[config.mk]
export PLATFORM = sky130hd
export DESIGN_NAME = sqrt_sum_pipe_flat
export DESIGN_NICKNAME = d
export VERILOG_FILES = /design/src/rtl/sqrt_sum_pipe_if.sv /design/src/rtl/sqrt_sum_pipe.sv /design/src/flat_wrapper.sv
export SDC_FILE = /design/constraint.sdc
export NUM_CORES = 2
export LEC_CHECK = 0
export ABC_AREA = 0
export CAP_MARGIN = 20
export CORE_MARGIN = 2
export CORE_UTILIZATION = 60
export CTS_CLUSTER_SIZE = 14
export DETAILED_ROUTE_END_ITERATION = 10
export HOLD_SLACK_MARGIN = 0.12
export PLACE_DENSITY = 0.77
export SLEW_MARGIN = 20
export SYNTH_ARGS = -nofsm -noshare
export SYNTH_HDL_FRONTEND = slang
export SYNTH_SLANG_ARGS = --single-unit
[constraint.sdc]
create_clock -name clk -period 4.1 [get_ports clk]
set_input_delay 0.615 -clock clk [delete_from_list [all_inputs] [get_ports clk]]
set_output_delay 0.615 -clock clk [all_outputs]
set_load 0.005 [all_outputs]
[src/rtl/sqrt_sum_pipe_if.sv]
// rtl/sqrt_sum_pipe_if.sv - argument/result bundle for the pipelined square-root sum
// Ports: arg_vld, x (N_CH packed W-bit operands), ch_en (per-channel enable)
//        toward the block; res_vld, res (SW-bit sum) back from it.
interface sqrt_sum_pipe_if #(
    parameter int N_CH = 3,
    parameter int W    = 32
);
    localparam int RW = W / 2;
    localparam int SW = RW + $clog2(N_CH);

    logic               arg_vld;
    logic [N_CH*W-1:0]  x;
    logic [N_CH-1:0]    ch_en;
    logic               res_vld;
    logic [SW-1:0]      res;

    modport master (
        output arg_vld, x, ch_en,
        input  res_vld, res
    );

    modport slave (
        input  arg_vld, x, ch_en,
        output res_vld, res
    );
endinterface

[src/rtl/sqrt_sum_pipe.sv]
// rtl/sqrt_sum_pipe.sv - fully pipelined sum of per-channel integer square roots
// Ports: clk (rising edge), rst (synchronous, active-high),
//        bus.slave: arg_vld/x/ch_en in, res_vld/res out.
// Latency is RW isqrt stages + clog2(N_CH) adder levels + one output register,
// counting the edge that samples arg_vld as the first.
module sqrt_sum_pipe #(
    parameter int N_CH = 3,
    parameter int W    = 32
) (
    input  logic          clk,
    input  logic          rst,
    sqrt_sum_pipe_if.slave bus
);
    localparam int RW  = W / 2;
    localparam int LV  = $clog2(N_CH);
    localparam int SW  = RW + LV;
    localparam int LVQ = (LV > 0) ? LV : 1;

    // Per-stage, per-channel isqrt state. Data is never reset; only valids are.
    logic [RW:0]     rem_q  [RW][N_CH];
    logic [RW-1:0]   root_q [RW][N_CH];
    logic [W-1:0]    rad_q  [RW][N_CH];
    logic            vld_q  [RW];
    logic [N_CH-1:0] en_q   [RW];

    logic [RW:0]     rem_d  [RW][N_CH];
    logic [RW-1:0]   root_d [RW][N_CH];
    logic [W-1:0]    rad_d  [RW][N_CH];
    logic            in_vld [RW];
    logic [N_CH-1:0] in_en  [RW];

    // One restoring digit: bring down the next two radicand bits and try
    // subtracting 4*root+1; success sets the next root bit.
    function automatic void isqrt_step(
        input  logic [RW:0]   rem_i,
        input  logic [RW-1:0] root_i,
        input  logic [W-1:0]  rad_i,
        output logic [RW:0]   rem_o,
        output logic [RW-1:0] root_o,
        output logic [W-1:0]  rad_o
    );
        logic [RW+2:0] tmp;
        logic [RW+2:0] trial;
        logic [RW+2:0] diff;
        logic [RW:0]   root_ext;
        tmp   = {rem_i, rad_i[W-1 -: 2]};
        trial = {1'b0, root_i, 2'b01};
        diff  = tmp - trial;
        if (tmp >= trial) begin
            rem_o    = diff[RW:0];
            root_ext = {root_i, 1'b1};
        end else begin
            rem_o    = tmp[RW:0];
            root_ext = {root_i, 1'b0};
        end
        root_o = root_ext[RW-1:0];
        rad_o  = rad_i << 2;
    endfunction

    always_comb begin
        in_vld[0] = bus.arg_vld;
        in_en[0]  = bus.ch_en;
        for (int k = 0; k < N_CH; k++) begin
            isqrt_step('0, '0, bus.x[k*W +: W], rem_d[0][k], root_d[0][k], rad_d[0][k]);
        end
        for (int s = 1; s < RW; s++) begin
            in_vld[s] = vld_q[s-1];
            in_en[s]  = en_q[s-1];
            for (int k = 0; k < N_CH; k++) begin
                isqrt_step(rem_q[s-1][k], root_q[s-1][k], rad_q[s-1][k],
                           rem_d[s][k], root_d[s][k], rad_d[s][k]);
            end
        end
    end

    // Data registers move only for a valid item, and per channel only if that
    // channel is enabled, so idle or masked lanes do not toggle.
    always_ff @(posedge clk) begin
        for (int s = 0; s < RW; s++) begin
            if (rst) begin
                vld_q[s] <= 1'b0;
            end else begin
                vld_q[s] <= in_vld[s];
            end
            if (in_vld[s]) begin
                en_q[s] <= in_en[s];
                for (int k = 0; k < N_CH; k++) begin
                    if (in_en[s][k]) begin
                        rem_q[s][k]  <= rem_d[s][k];
                        root_q[s][k] <= root_d[s][k];
                        rad_q[s][k]  <= rad_d[s][k];
                    end
                end
            end
        end
    end

    // Adder tree. Each level holds 2*N_CH slots so pairs can always be formed;
    // slots past the live operands are zero, which turns an odd operand's
    // pairwise add into a plain register pass-through.
    logic [SW-1:0] lvl_d      [LV+1][2*N_CH];
    logic          lvl_vld    [LV+1];
    logic [SW-1:0] tree_q     [LVQ][2*N_CH];
    logic          tree_vld_q [LVQ];

    always_comb begin
        lvl_vld[0] = vld_q[RW-1];
        for (int j = 0; j < N_CH; j++) begin
            // Disabled channels hold stale data; force them to zero here.
            lvl_d[0][j] = en_q[RW-1][j] ? SW'(root_q[RW-1][j]) : '0;
        end
        for (int j = N_CH; j < 2*N_CH; j++) begin
            lvl_d[0][j] = '0;
        end
        for (int l = 1; l <= LV; l++) begin
            lvl_vld[l] = tree_vld_q[l-1];
            for (int j = 0; j < 2*N_CH; j++) begin
                lvl_d[l][j] = (j < N_CH) ? tree_q[l-1][j] : '0;
            end
        end
    end

    if (LV > 0) begin : g_tree
        always_ff @(posedge clk) begin
            for (int l = 0; l < LV; l++) begin
                if (rst) begin
                    tree_vld_q[l] <= 1'b0;
                end else begin
                    tree_vld_q[l] <= lvl_vld[l];
                end
                if (lvl_vld[l]) begin
                    for (int j = 0; j < N_CH; j++) begin
                        tree_q[l][j] <= lvl_d[l][2*j] + lvl_d[l][2*j+1];
                    end
                end
            end
        end
    end else begin : g_no_tree
        always_comb begin
            tree_vld_q[0] = 1'b0;
            for (int j = 0; j < 2*N_CH; j++) begin
                tree_q[0][j] = '0;
            end
        end
    end

    logic          res_vld_q;
    logic [SW-1:0] res_q;

    always_ff @(posedge clk) begin
        if (rst) begin
            res_vld_q <= 1'b0;
            res_q     <= '0;
        end else begin
            res_vld_q <= lvl_vld[LV];
            if (lvl_vld[LV]) begin
                res_q <= lvl_d[LV][0];
            end
        end
    end

    assign bus.res_vld = res_vld_q;
    assign bus.res     = res_q;
endmodule
[src/flat_wrapper.sv]
// flat-port wrapper written by rule: the top's interface ports become plain ports
module sqrt_sum_pipe_flat 
#(
    parameter int N_CH = 3,
    parameter int W    = 32
)
  (clk, rst, bus_arg_vld, bus_x, bus_ch_en, bus_res_vld, bus_res);
  sqrt_sum_pipe_if #(.N_CH(N_CH), .W(W)) bus_i ();
  input  logic clk;
  input  logic rst;
  input wire logic [$bits(bus_i.arg_vld)-1:0] bus_arg_vld;
  input wire logic [$bits(bus_i.x)-1:0] bus_x;
  input wire logic [$bits(bus_i.ch_en)-1:0] bus_ch_en;
  output wire logic [$bits(bus_i.res_vld)-1:0] bus_res_vld;
  output wire logic [$bits(bus_i.res)-1:0] bus_res;
  assign bus_i.arg_vld = bus_arg_vld;
  assign bus_i.x = bus_x;
  assign bus_i.ch_en = bus_ch_en;
  assign bus_res_vld = bus_i.res_vld;
  assign bus_res = bus_i.res;
  sqrt_sum_pipe #(.N_CH(N_CH), .W(W)) u_core (.clk(clk), .rst(rst), .bus(bus_i));
endmodule
After elaboration in Yosys (flattened, before gate mapping)
Memories as Yosys holds them, arrays and structs flattened. A register that Yosys moved wholly into a read port is not among the register bits.
Index checks and enable logic that the tools add are counted.
- flip-flop bits (word level): 1
- memory bits (writable): 3162
- bits of input ports: 102
- output and inout port bits: 19
- logic and storage cells: 424
- memories kept: 7
- add/sub/neg operators: 50
- order comparisons: 48
- muxes and demuxes: 300
- bitwise operators: 18
- memories (name ; depth ; width ; read ports ; clocked after Yosys merged registers in ; wr ports ; RTL line ; text):
    u_core.rad_q ; 16 ; 90 ; 15 ; 0 ; 16 ; sqrt_sum_pipe.sv:22 ; logic [W-1:0] rad_q [RW][N_CH];
    u_core.rem_q ; 16 ; 51 ; 15 ; 0 ; 16 ; sqrt_sum_pipe.sv:20 ; logic [RW:0] rem_q [RW][N_CH];
    u_core.root_q ; 16 ; 48 ; 16 ; 0 ; 16 ; sqrt_sum_pipe.sv:21 ; logic [RW-1:0] root_q [RW][N_CH];
    u_core.tree_q ; 2 ; 36 ; 2 ; 1 ; 2 ; sqrt_sum_pipe.sv:103 ; logic [SW-1:0] tree_q [LVQ][2*N_CH];
    u_core.en_q ; 16 ; 3 ; 16 ; 0 ; 16 ; sqrt_sum_pipe.sv:24 ; logic [N_CH-1:0] en_q [RW];
    u_core.vld_q ; 16 ; 1 ; 16 ; 0 ; 16 ; sqrt_sum_pipe.sv:23 ; logic vld_q [RW];
    +1 memories ; n/a ; n/a ; n/a ; n/a ; n/a ; n/a ;
- operators by type and width (kind ; count):
    19-bit by 18-bit >= comparator with 1-bit output ; 45
    17-bit two-way mux ; 48
    17-bit subtractor ; 45
    1-bit two-way mux ; 249
    16-bit two-way mux ; 3
    18-bit adder ; 2
    1-bit bitwise OR ; 18
    2-bit by 1-bit subtractor with 3-bit output, second input constant ; 3
    2-bit by 1-bit >= comparator with 1-bit output, second input constant ; 3

Logic depth before layout (Yosys ltp)
An unclocked memory read counts as a cell.
- depth after elaboration: 4
- mapped depth: 12
- depth with buffers taken out: 10

Worst setup path before layout
OpenSTA, ideal clock, no wires.
- path type: flip-flop to flip-flop
- start point: mem u_core.en_q[15][1]
- end point: mem u_core.tree_q[0][34] in the netlist's numbering (data pin)
- arrival time: 2828 ps
- required time: 3846 ps
- slack: 1018 ps
- stages on the path, launching flop included: 11
- period minus slack after synthesis: 3082 ps
- cell sequence: edfxtp_1 and2_1 ha_1 fa_1 a211oi_1 nor2_1 or2_2 a21o_1 a311o_1 a221o_1 a21o_1
- RTL lines (element ; RTL line):
    start, declared ; sqrt_sum_pipe.sv:24
    end, declared ; sqrt_sum_pipe.sv:103

==> results.json <==
{
  "r2r-start": "u_core.rem_q[9][34]",
  "num_vias": 51400,
  "ys_warn_count": 0,
  "cts-buffers-inserted": 194,
  "grt_first_pass_wirelength_um": 249000,
  "r2r_end": "u_core.rem_q[10][50]",
  "wl_um": 152000,
  "fmax_mhz": 288,
  "holdWs_ns": 0.338,
  "hold_class": "in2reg",
  "ios": 121,
  "rrSetupSlack_ns": 0.62,
  "async_flop_share": 0,
  "layout-drive-gt1-share": 0.0698,
  "critPathArrivalTime_ns": 4.11,
  "place_ws_ns": 0.667,
  "h-tree-depth": 4,
  "syn_area_mm2": 0.0904,
  "hold_buffers": 0,
  "synth_ff_type": "edfxtp_1",
  "chipHeight_um": 392,
  "die_area_mm2": 0.154,
  "grt_max_degree": 47,
  "num_rows": 142,
  "syn_avg_cell_area_um2": 13.3,
  "period_share": 0.848,
  "tritoncts": "built",
  "setup_viol": 0,
  "crit_top_cell": "a21oi_1",
  "power_density_mw_per_mm2": 403,
  "drv_cap": 0,
  "required_ns": 4.73,
  "grt_antenna_before_repair": 1,
  "wl_per_cell_um": 16.4,
  "hp-start": "bus_x[58]",
  "p_total_uw": 40600,
  "clk_latency_ns": 0.83,
  "cp-end-kind": "flop",
  "ir_worst_vdd_mv": 0.428,
  "cp_slowest_cell": "or3_1",
  "clockBufferDepth": 3,
  "viasPerCell": 5.55,
  "synth_edf_count": 1938,
  "ys_types": 91,
  "start_util": 0.604,
  "fin_ws_ns": 0.623,
  "grtUsageTotal": 0.199,
  "hold_end": "u_core.rad_q[0][56]",
  "fin_skew_ns": 0.0352,
  "crit_type": "reg2reg",
  "gp_congestion": 0.911,
  "path_buf_inv": 0,
  "worst_pin_slew_ns": 1.08,
  "finalHoldViolCount": 0,
  "coreArea_mm2": 0.150,
  "fp.dieW_um": 392,
  "nets": 7667,
  "drt_iter0_drc": 2989,
  "reg2reg_depth": 8,
  "diodes": 0,
  "portBuffers": 120,
  "grt_pass1_vias": 51400,
  "nFillCells": 10200,
  "min_period_ns": 3.48,
  "critPathMaxStageDelay_ns": 0.67,
  "seqCellArea_mm2": 0.0589,
  "worstHoldPathCells": 1,
  "cp_top_family": "simple AND/OR/NAND/NOR gates",
  "cts-root-buf": "clkbuf_16",
  "dpl.hpwl_um": 108000,
  "ant_nets": 0,
  "crit_fanout": 24,
  "tns_ns": 0,
  "firstDrtPassIters": 7,
  "slew_viol_final": 0,
  "final_common_cell": "edfxtp_1",
  "design_area_mm2": 0.101,
  "critPathLaunchType": "flop",
  "synth-seq-area-share": 0.652,
  "overflow": 0,
  "power.leakage_uw": 0.0372,
  "multi_input_area_mm2": 0.0290,
  "clk_pin_slew_ns": 0.06,
  "path_cells": "ha_1 > o21ai_0 > a22oi_1 > a21oi_1 > a21oi_1 > or3_1 > or4b_2 > o31ai_1",
  "synth_cells": 6820,
  "max-slew-margin-rel": 0.261,
  "area_delta_synth_final_pct": 11.4,
  "synth_seq_cells": 1975,
  "status": "completed",
  "drc": 0,
  "post-cts-setup-buffers": 0,
  "dpl_cell_area_mm2": 0.0941,
  "rsz0062_at_grt": "no",
  "cts_sinks": 1975,
  "cts_resized": 0,
  "final_cell_mix": "edfxtp_1 (1938), inv_1 (571), ha_1 (488), nor2_1 (439), a21oi_1 (402)"
}
==> cell usage after synthesis (48+ instances only) <==
cell | n | share of area
ha_1 | 488 | 0.068
nand2_1 | 337 | 0.014
a21oi_1 | 402 | 0.022
nand2b_1 | 94 | 0.0065
clkbuf_1 | 88 | 0.0037
inv_1 | 571 | 0.024
a21o_1 | 97 | 0.0081
nor2b_1 | 89 | 0.0062
nand3_1 | 105 | 0.0058
xnor2_1 | 259 | 0.025
or3_1 | 79 | 0.0055
and2_1 | 138 | 0.0095
o31ai_1 | 48 | 0.0040
nor2_1 | 439 | 0.018
edfxtp_1 | 1938 | 0.64
o21a_1 | 97 | 0.0081
nor4_1 | 73 | 0.0051
o21ai_0 | 345 | 0.019
mux2_2 | 83 | 0.010
nand4_1 | 58 | 0.0040
xor2_1 | 244 | 0.024
nor3_1 | 155 | 0.0086
==> cell type report <==
| class | count | share of cell area |
|---|---|---|
| Multi-Input combinational cell | 4167 | 0.288 |
| Clock inverter | 101 | 0.0129 |
| Timing Repair Buffer | 163 | 0.0151 |
| Sequential cell | 1975 | 0.585 |
| Tap cell | 2016 | 0.0251 |
| Inverter | 574 | 0.0214 |
| Clock buffer | 260 | 0.0524 |
==> power breakdown <==
part | internal [µW] | switching [µW] | leakage, µW | total (µW)
Combinational | 213 | 242 | 0.0172 | 455
Sequential | 22100 | 79.3 | 0.0168 | 22200
Clock | 10500 | 7420 | 0.00318 | 17900
Total | 32800 | 7750 | 0.0372 | 40600
==> worst max-delay path by stage <==
stage,start,endpoint,slack [ns],cells past startpoint
after floorplan,u_core.en_q[15][1],u_core.tree_q[0][34],1.02,10
after global placement,u_core.en_q[15][1],u_core.tree_q[0][34],0.70,10
after detailed placement,u_core.en_q[15][1],u_core.tree_q[0][34],0.67,10
after CTS,u_core.en_q[15][1],u_core.tree_q[0][34],0.68,10
after global routing,u_core.en_q[15][1],u_core.tree_q[0][34],0.42,10
final,u_core.rem_q[9][34],u_core.rem_q[10][50],0.62,8
==> through the flow <==
step,util,cells
final,0.672,9256
after global routing,0.672,9256
after CTS,0.672,9256
after detailed placement,0.628,8895
after global placement,0.628,8895
after floorplan,-,6822
==> state kept, by name, summed over array words and instances (netlist names) <==
register            flops
u_core.rad_q          720
u_core.rem_q          711
u_core.root_q         408
u_core.tree_q          51
u_core.en_q            48
u_core.bus.res         18
u_core.vld_q           16
u_core.tree_vld_q       2
u_core.bus.res_vld      1
==> logic make-up after synthesis <==
family | count (synthesis) | share of synthesized area
and+or+nand+nor | 1738 | 0.0977
AOI/OAI and AO/OA | 1304 | 0.0898
DFF | 1975 | 0.652
xor gates and xnor gates | 504 | 0.0489
adders and majority gates | 490 | 0.0680
buffers and inverters | 680 | 0.0284
muxes | 128 | 0.0153
other | 1 | 0.0000415
==> routing by layer <==
metal / up-vias / wire [µm] / track usage
met1: 24300 / 62800 / 0.236
met4: 2 / 4620 / 0.0721
li1: 25800 / - / -
met5: - / 14 / 0
met2: 972 / 79100 / 0.366
met3: 318 / 5060 / 0.0291
Power figures use the tool's default switching activity.
